$ cat config.mk
export PLATFORM = sky130hd
export DESIGN_NAME = soft_usb_crc
export DESIGN_NICKNAME = d
export VERILOG_FILES = /design/src/rtl/softusb_crc_pkg.sv /design/src/rtl/softusb_crc_lfsr.sv /design/src/rtl/soft_usb_crc.sv
export SDC_FILE = /design/constraint.sdc
export NUM_CORES = 1
export LEC_CHECK = 0
export CELL_PAD_IN_SITES_DETAIL_PLACEMENT = 1
export CELL_PAD_IN_SITES_GLOBAL_PLACEMENT = 1
export CORE_MARGIN = 2
export CORE_UTILIZATION = 42
export CTS_BUF_LIST = sky130_fd_sc_hd__clkbuf_8
export CTS_CLUSTER_DIAMETER = 80
export DETAILED_ROUTE_END_ITERATION = 16
export GPL_TIMING_DRIVEN = 0
export HOLD_SLACK_MARGIN = 0.12
export PLACE_DENSITY_LB_ADDON = 0.05
export SYNTH_ARGS = -nofsm -noshare
export SYNTH_HDL_FRONTEND = slang
export SYNTH_HIERARCHICAL = 1
export SYNTH_SLANG_ARGS = --single-unit
$ cat constraint.sdc
create_clock -name usb_clk -period 1.2 [get_ports usb_clk]
set_input_delay 0.12 -clock usb_clk [delete_from_list [all_inputs] [get_ports usb_clk]]
set_output_delay 0.12 -clock usb_clk [all_outputs]
set_load 0.02 [all_outputs]
$ cat src/rtl/softusb_crc_pkg.sv
// Shared constants for the soft USB receive-path CRC checkers.
package softusb_crc_pkg;

  localparam int unsigned CRC5_W  = 5;
  localparam int unsigned CRC16_W = 16;

  localparam logic [CRC5_W-1:0]  POLY5   = 5'h05;
  localparam logic [CRC5_W-1:0]  INIT5   = 5'h1F;
  localparam logic [CRC5_W-1:0]  RESID5  = 5'h0C;

  localparam logic [CRC16_W-1:0] POLY16  = 16'h8005;
  localparam logic [CRC16_W-1:0] INIT16  = 16'hFFFF;
  localparam logic [CRC16_W-1:0] RESID16 = 16'h800D;

endpackage

$ cat src/rtl/softusb_crc_lfsr.sv
// Serial Galois-LFSR CRC register with synchronous preset and residual compare.
module softusb_crc_lfsr #(
  parameter int unsigned       WIDTH = 5,
  parameter logic [WIDTH-1:0]  POLY  = '0,
  parameter logic [WIDTH-1:0]  INIT  = '1,
  parameter logic [WIDTH-1:0]  RESID = '0
) (
  input  logic             clk,
  input  logic             rst,
  input  logic             ce,
  input  logic             din,
  output logic [WIDTH-1:0] crc,
  output logic             match_c
);

  logic [WIDTH-1:0] crc_q;
  logic [WIDTH-1:0] crc_d;
  logic             fb;

  // One bit per enable: shift left, fold the polynomial in when feedback is set.
  always_comb begin
    fb    = 1'b0;
    crc_d = crc_q;
    if (ce) begin
      fb    = crc_q[WIDTH-1] ^ din;
      crc_d = {crc_q[WIDTH-2:0], 1'b0} ^ (fb ? POLY : WIDTH'(0));
    end
  end

  always_ff @(posedge clk) begin
    if (rst) begin
      crc_q <= INIT;
    end else begin
      crc_q <= crc_d;
    end
  end

  assign crc     = crc_q;
  assign match_c = (crc_q == RESID);

endmodule

$ cat src/rtl/soft_usb_crc.sv
// USB receive CRC checker: CRC5 and CRC16 registers fed in parallel from one serial bit.
module soft_usb_crc
  import softusb_crc_pkg::*;
(
  input  logic usb_clk,
  input  logic crc_reset,
  input  logic crc_ce,
  input  logic data,
  output logic crc5_valid,
  output logic crc16_valid
);

  logic [CRC5_W-1:0]  crc5;
  logic [CRC16_W-1:0] crc16;

  softusb_crc_lfsr #(
    .WIDTH (CRC5_W),
    .POLY  (POLY5),
    .INIT  (INIT5),
    .RESID (RESID5)
  ) u_crc5 (
    .clk     (usb_clk),
    .rst     (crc_reset),
    .ce      (crc_ce),
    .din     (data),
    .crc     (crc5),
    .match_c (crc5_valid)
  );

  softusb_crc_lfsr #(
    .WIDTH (CRC16_W),
    .POLY  (POLY16),
    .INIT  (INIT16),
    .RESID (RESID16)
  ) u_crc16 (
    .clk     (usb_clk),
    .rst     (crc_reset),
    .ce      (crc_ce),
    .din     (data),
    .crc     (crc16),
    .match_c (crc16_valid)
  );

endmodule

Word level (Yosys, flattened, before mapping)
Cells that the tools add are included.

Logic and storage cells: 10. Output and inout port bits: 2. Input port bits: 4. Flip-flop bits (word level): 21.

Bitwise gates (word level): 4. Mux-type cells: 2. Eq/ne operators: 2.

Operators with widths (number): == test 16 bit (second input constant) (1); 2-to-1 mux 16 bit (1); XOR 16 bit (1); == test 5 x 4 -> 1 bit (second input constant) (1); XOR 5 bit (1); 2-to-1 mux 3 bit (1); XOR 1 bit (2).

Longest topological paths before layout
Word-level depth: 3. Depth in mapped cells: 4. Depth with buffers taken out: 3.

Hierarchy
Netlist, hierarchy kept.

By module, submodules not included: softusb_crc_lfsr at u_crc16 (cells an instance 63, instances 1, area each 643.1 µm², seq. area each 320.3 µm²); softusb_crc_lfsr at u_crc5 (cells an instance 20, instances 1, area each 230.2 µm², seq. area each 100.1 µm²).

Least setup slack after synthesis
No wires, ideal clock.

Kind: reg2reg. Start: register u_crc5.crc_q[4] (netlist: u_crc5/crc[4]). End: register u_crc5.crc_q[2] (netlist: u_crc5/crc[2]). Clock period less this slack: 1.138 ns. Cell stages (with the launch flop): 3. Path buffers: 0. Slack: 0.062 ns. Data required time: 1.080 ns. Arrival: 1.018 ns. Setup time: 0.120 ns. Cells stage by stage: dfxtp_1 xor3_1 a211o_1.

Word-level cells in the longest chain between the ends: 3.

RTL lines: start: declaration (RTL line softusb_crc_lfsr.sv:16) `logic [WIDTH-1:0] crc_q;`; start signal: assignment (RTL line softusb_crc_lfsr.sv:34) `crc_q <= crc_d;`; XOR 1 bit (RTL line softusb_crc_lfsr.sv:25) `fb = crc_q[WIDTH-1] ^ din;`; 2-to-1 mux 3 bit (RTL line softusb_crc_lfsr.sv:26) `crc_d = {crc_q[WIDTH-2:0], 1'b0} ^ (fb ? POLY : WIDTH'(0));`; XOR 5 bit (RTL line softusb_crc_lfsr.sv:26).

No other way between the ends. A chain may end at the register's enable or synchronous reset.

Worst setup path after layout
Start: register u_crc16.crc_q[13] (netlist: u_crc16/crc[13]). End: output crc16_valid.

Word-level cells in the longest chain between the ends: 1.

RTL lines: start: declaration (RTL line softusb_crc_lfsr.sv:16); start signal: assignment (RTL line softusb_crc_lfsr.sv:34); == test 16 bit (RTL line softusb_crc_lfsr.sv:39) `assign match_c = (crc_q == RESID);`; end: declaration (RTL line soft_usb_crc.sv:10) `output logic crc16_valid`.

No other way between the ends.

==> flow_metrics.env <==
export IMPL_cts_root_buf="sky130_fd_sc_hd__clkbuf_8"
export IMPL_period_needed_ns=1.341
export IMPL_async_flop_share=0
export IMPL_startpoint_type="register"
export IMPL_nets=98
export IMPL_synth_area_top_cells="sky130_fd_sc_hd__dfxtp_1 48%, sky130_fd_sc_hd__a211o_1 18%, sky130_fd_sc_hd__and2_1 7.9%"
export IMPL_met2_track_demand_over_resource_in_global_routing=0.2156
export IMPL_die_width_um=49.60
export IMPL_syn_cell_area_um2=873.3
export IMPL_cts_clk_slew_worst_paths_ns=0.07
export IMPL_finalMaxSlewViolations=0
export IMPL_grt_util_met3=0.03636
export IMPL_gp_routability_congestion=0.7298
export IMPL_synth_net_count=87
export IMPL_core_region_area_mm2=0.001962
export IMPL_violations_in_the_final_reports="setup timing"
export IMPL_floorplan_row_count=16
export IMPL_cts_tree="built"
export IMPL_synth_top_cells_by_count="21 x sky130_fd_sc_hd__dfxtp_1, 18 x sky130_fd_sc_hd__a211o_1, 11 x sky130_fd_sc_hd__and2_1"
export IMPL_grt_util_all_layers=0.1469
export IMPL_routed_via_count=625
export IMPL_r2r_setup_slack_ns=0.07
export IMPL_detail_route_vias_per_cell=5.208
export IMPL_seq_power_share=0.565
export IMPL_final_fill_count=236
export IMPL_fmaxAchievable_mhz=745.9
export IMPL_ir_drop_mv=0.7829
export IMPL_yosysUniqueCellTypes=24
export IMPL_antenna_violating_nets_post_route=0
export IMPL_run_status="complete, but fails checks"
export IMPL_first_pass_iters=4
export IMPL_grt_antenna_before_repair=0
export IMPL_detailed_place_hpwl_mm=1.114
export IMPL_cts_path_max_buffers=2
export IMPL_grt_start_max_net_pins=13
export IMPL_cts_made_buffers=3
export IMPL_dominantRegCellSynth="sky130_fd_sc_hd__dfxtp_1"
export IMPL_rsz0062_at_grt="true"
export IMPL_drtIter0Drc=7
export IMPL_post_route_worst_setup_slack_ns=-0.1407
export IMPL_register_bit_total_from_synthesis=21
export IMPL_critPathRequiredTime_ns=1.08
export IMPL_grt_pass1_vias=572
export IMPL_worst_slew_pin_transition_ns=0.4242
export IMPL_p_int_mw=1.071
export IMPL_critical_path_arrival_ns=1.22
export IMPL_synth_top_cell_by_area="sky130_fd_sc_hd__dfxtp_1"
export IMPL_synthesis_area_per_instance_um2=10.52
export IMPL_gr_max_usage_layer="met2"
export IMPL_relSlewSlack=0.7172
export IMPL_cts_num_sinks=21
export IMPL_timing_max_cap_violations=0
export IMPL_areaGrowthSynthToFinish_pct=19.77
export IMPL_power_leakage_nw=0.4228
export IMPL_ctsHtreeMaxLevel=1
export IMPL_post_route_period_util=1.117
export IMPL_synth_seq_area_share=0.4814
export IMPL_worst_clock_skew_ns=0.001528
export IMPL_hold_slack_ns=0.3655
export IMPL_switchingPower_mw=0.3354
export IMPL_worstSetupPathType="reg2out"
export IMPL_total_inserted_antenna_cells=0
export IMPL_floorplan_initialDensity=0.4452
export IMPL_floorplan_io_pins=6
export IMPL_power_share_clock=0.316
export IMPL_synthCells=83
export IMPL_met1_track_utilization_from_global_routing=0.2073
export IMPL_synth_most_common_cell="sky130_fd_sc_hd__dfxtp_1"
export IMPL_yosysWarningCount=6
export IMPL_grt_first_pass_wirelength_mm=2.746
export IMPL_detail_route_wirelength_mm=1.672
export IMPL_worst_path_fanout_max=2
export IMPL_comb_power_share=0.119
export IMPL_final_setup_viol_count=1
export IMPL_worstHoldPathType="in2reg"
export IMPL_clock_latency_ns=0.25
export IMPL_timing_hold_violations_final=0
export IMPL_synthDominantCellAreaShare=0.4814
export IMPL_power_switching_share=0.2385
export IMPL_remaining_design_rule_violation_count=0
export IMPL_synth_edf_count=0
export IMPL_dp_slack_ns=-0.4189
export IMPL_globalRouteOverflowTotal=0
export IMPL_crit_path_capture_type="output port"
export IMPL_cts_hold_buffers=0
export IMPL_design_die_area_mm2=0.002460
export IMPL_placement_io_buffers=5
export IMPL_final_layout_size_suffix_gt1_frac=0.2258
export IMPL_die_height_um=49.60
export IMPL_power_density_mw_per_mm2=1345
export IMPL_wl_per_cell_um=13.93
export IMPL_postLayoutCoreUtil=0.5332
-- layout make-up --
class / count / area, um2 / share of cell area
Clock buffer: 3 / 41.29 / 0.03947
Inverter: 1 / 3.754 / 0.003589
Clock inverter: 1 / 3.754 / 0.003589
Buffer: 4 / 18.77 / 0.01794
Multi-Input combinational cell: 57 / 459.2 / 0.4390
Tap cell: 27 / 33.78 / 0.03230
Timing Repair Buffer: 6 / 56.30 / 0.05383
Sequential cell: 21 / 429.2 / 0.4103
-- registers in the layout (all words and copies together), names as in the netlist --
| register | count |
|---|---|
| u_crc16/crc | 16 |
| u_crc5/crc | 5 |
-- worst max-delay path: stages (launching register included) --
cell	delay, ns
sky130_fd_sc_hd__dfxtp_2	0.34
sky130_fd_sc_hd__nor4b_4	0.28
sky130_fd_sc_hd__nand2_1	0.08
sky130_fd_sc_hd__nor2_1	0.12
sky130_fd_sc_hd__buf_4	0.15
-- stage by stage --
| step | cell area (um2) | instances | TNS (ns) | power [mW] |
|---|---|---|---|---|
| 6_report | 1046 | 120 | -0.1407 | 1.406 |
| 5_1_grt | 1046 | 120 | -0.2180 | 1.481 |
| 4_1_cts | 1025 | 120 | -0.1734 | 1.426 |
| 3_5_place_dp | 957.2 | 115 | -5.808 | 0.9666 |
| 3_3_place_gp | 957.2 | 115 | -5.029 | 0.9581 |
| 2_1_floorplan | 873.3 | 83 | 0 | 0.9160 |
-- cell families after synthesis --
family	count (synthesis)	share of synthesized area
flip-flops	21	0.4814
XOR/XNOR	5	0.06734
AND/OR/NAND/NOR	30	0.2178
buffers and inverters	5	0.02435
AO/OA/AOI/OAI	22	0.2092
-- layer usage --
layer | wire, um | vias up | part of all wire
li1 | - | 323 | -
met1 | 859 | 297 | 0.51
met2 | 773 | 3 | 0.46
met3 | 30 | 2 | 0.018
met4 | 8 | 0 | 0.0048
met5 | 0 | - | 0
-- final timing paths --
check,end,start,depth (start not counted)
worst max-delay path,crc16_valid,u_crc16/crc[13],4
worst min-delay path,u_crc5/crc[0],data,3
worst max register to register,u_crc16/crc[15],u_crc16/crc[14],3
worst min register to register,u_crc16/crc[8],u_crc16/crc[8],1
-- cell usage in the layout, fill, tap and decap left out, types with 2 or more instances in the layout --
cell	Yosys	final
sky130_fd_sc_hd__dfxtp_2	0	4
sky130_fd_sc_hd__clkbuf_8	0	3
sky130_fd_sc_hd__and2_1	11	11
sky130_fd_sc_hd__nor2_1	4	4
sky130_fd_sc_hd__a211o_1	18	18
sky130_fd_sc_hd__buf_2	2	2
sky130_fd_sc_hd__dlygate4sd2_1	0	2
sky130_fd_sc_hd__xnor2_1	2	2
sky130_fd_sc_hd__buf_4	0	2
sky130_fd_sc_hd__xor2_1	2	2
sky130_fd_sc_hd__nor2b_1	5	5
sky130_fd_sc_hd__dfxtp_1	21	16
-- repair_timing --
item	4_1_cts	5_1_grt
pin swaps	5	2
buffers inserted	1	0
gates resized for setup	19	6
setup endpoints to repair	14	3
-- power groups by stage --
stage | combinational, mW | sequential (mW) | clock [mW]
final | 0.167 | 0.795 | 0.444
after global placement | 0.156 | 0.802 | 0
after floorplan | 0.124 | 0.792 | 0
after detailed placement | 0.163 | 0.804 | 0
after CTS | 0.166 | 0.793 | 0.466
after global routing | 0.186 | 0.802 | 0.493
Power figures use the tool's default switching activity.
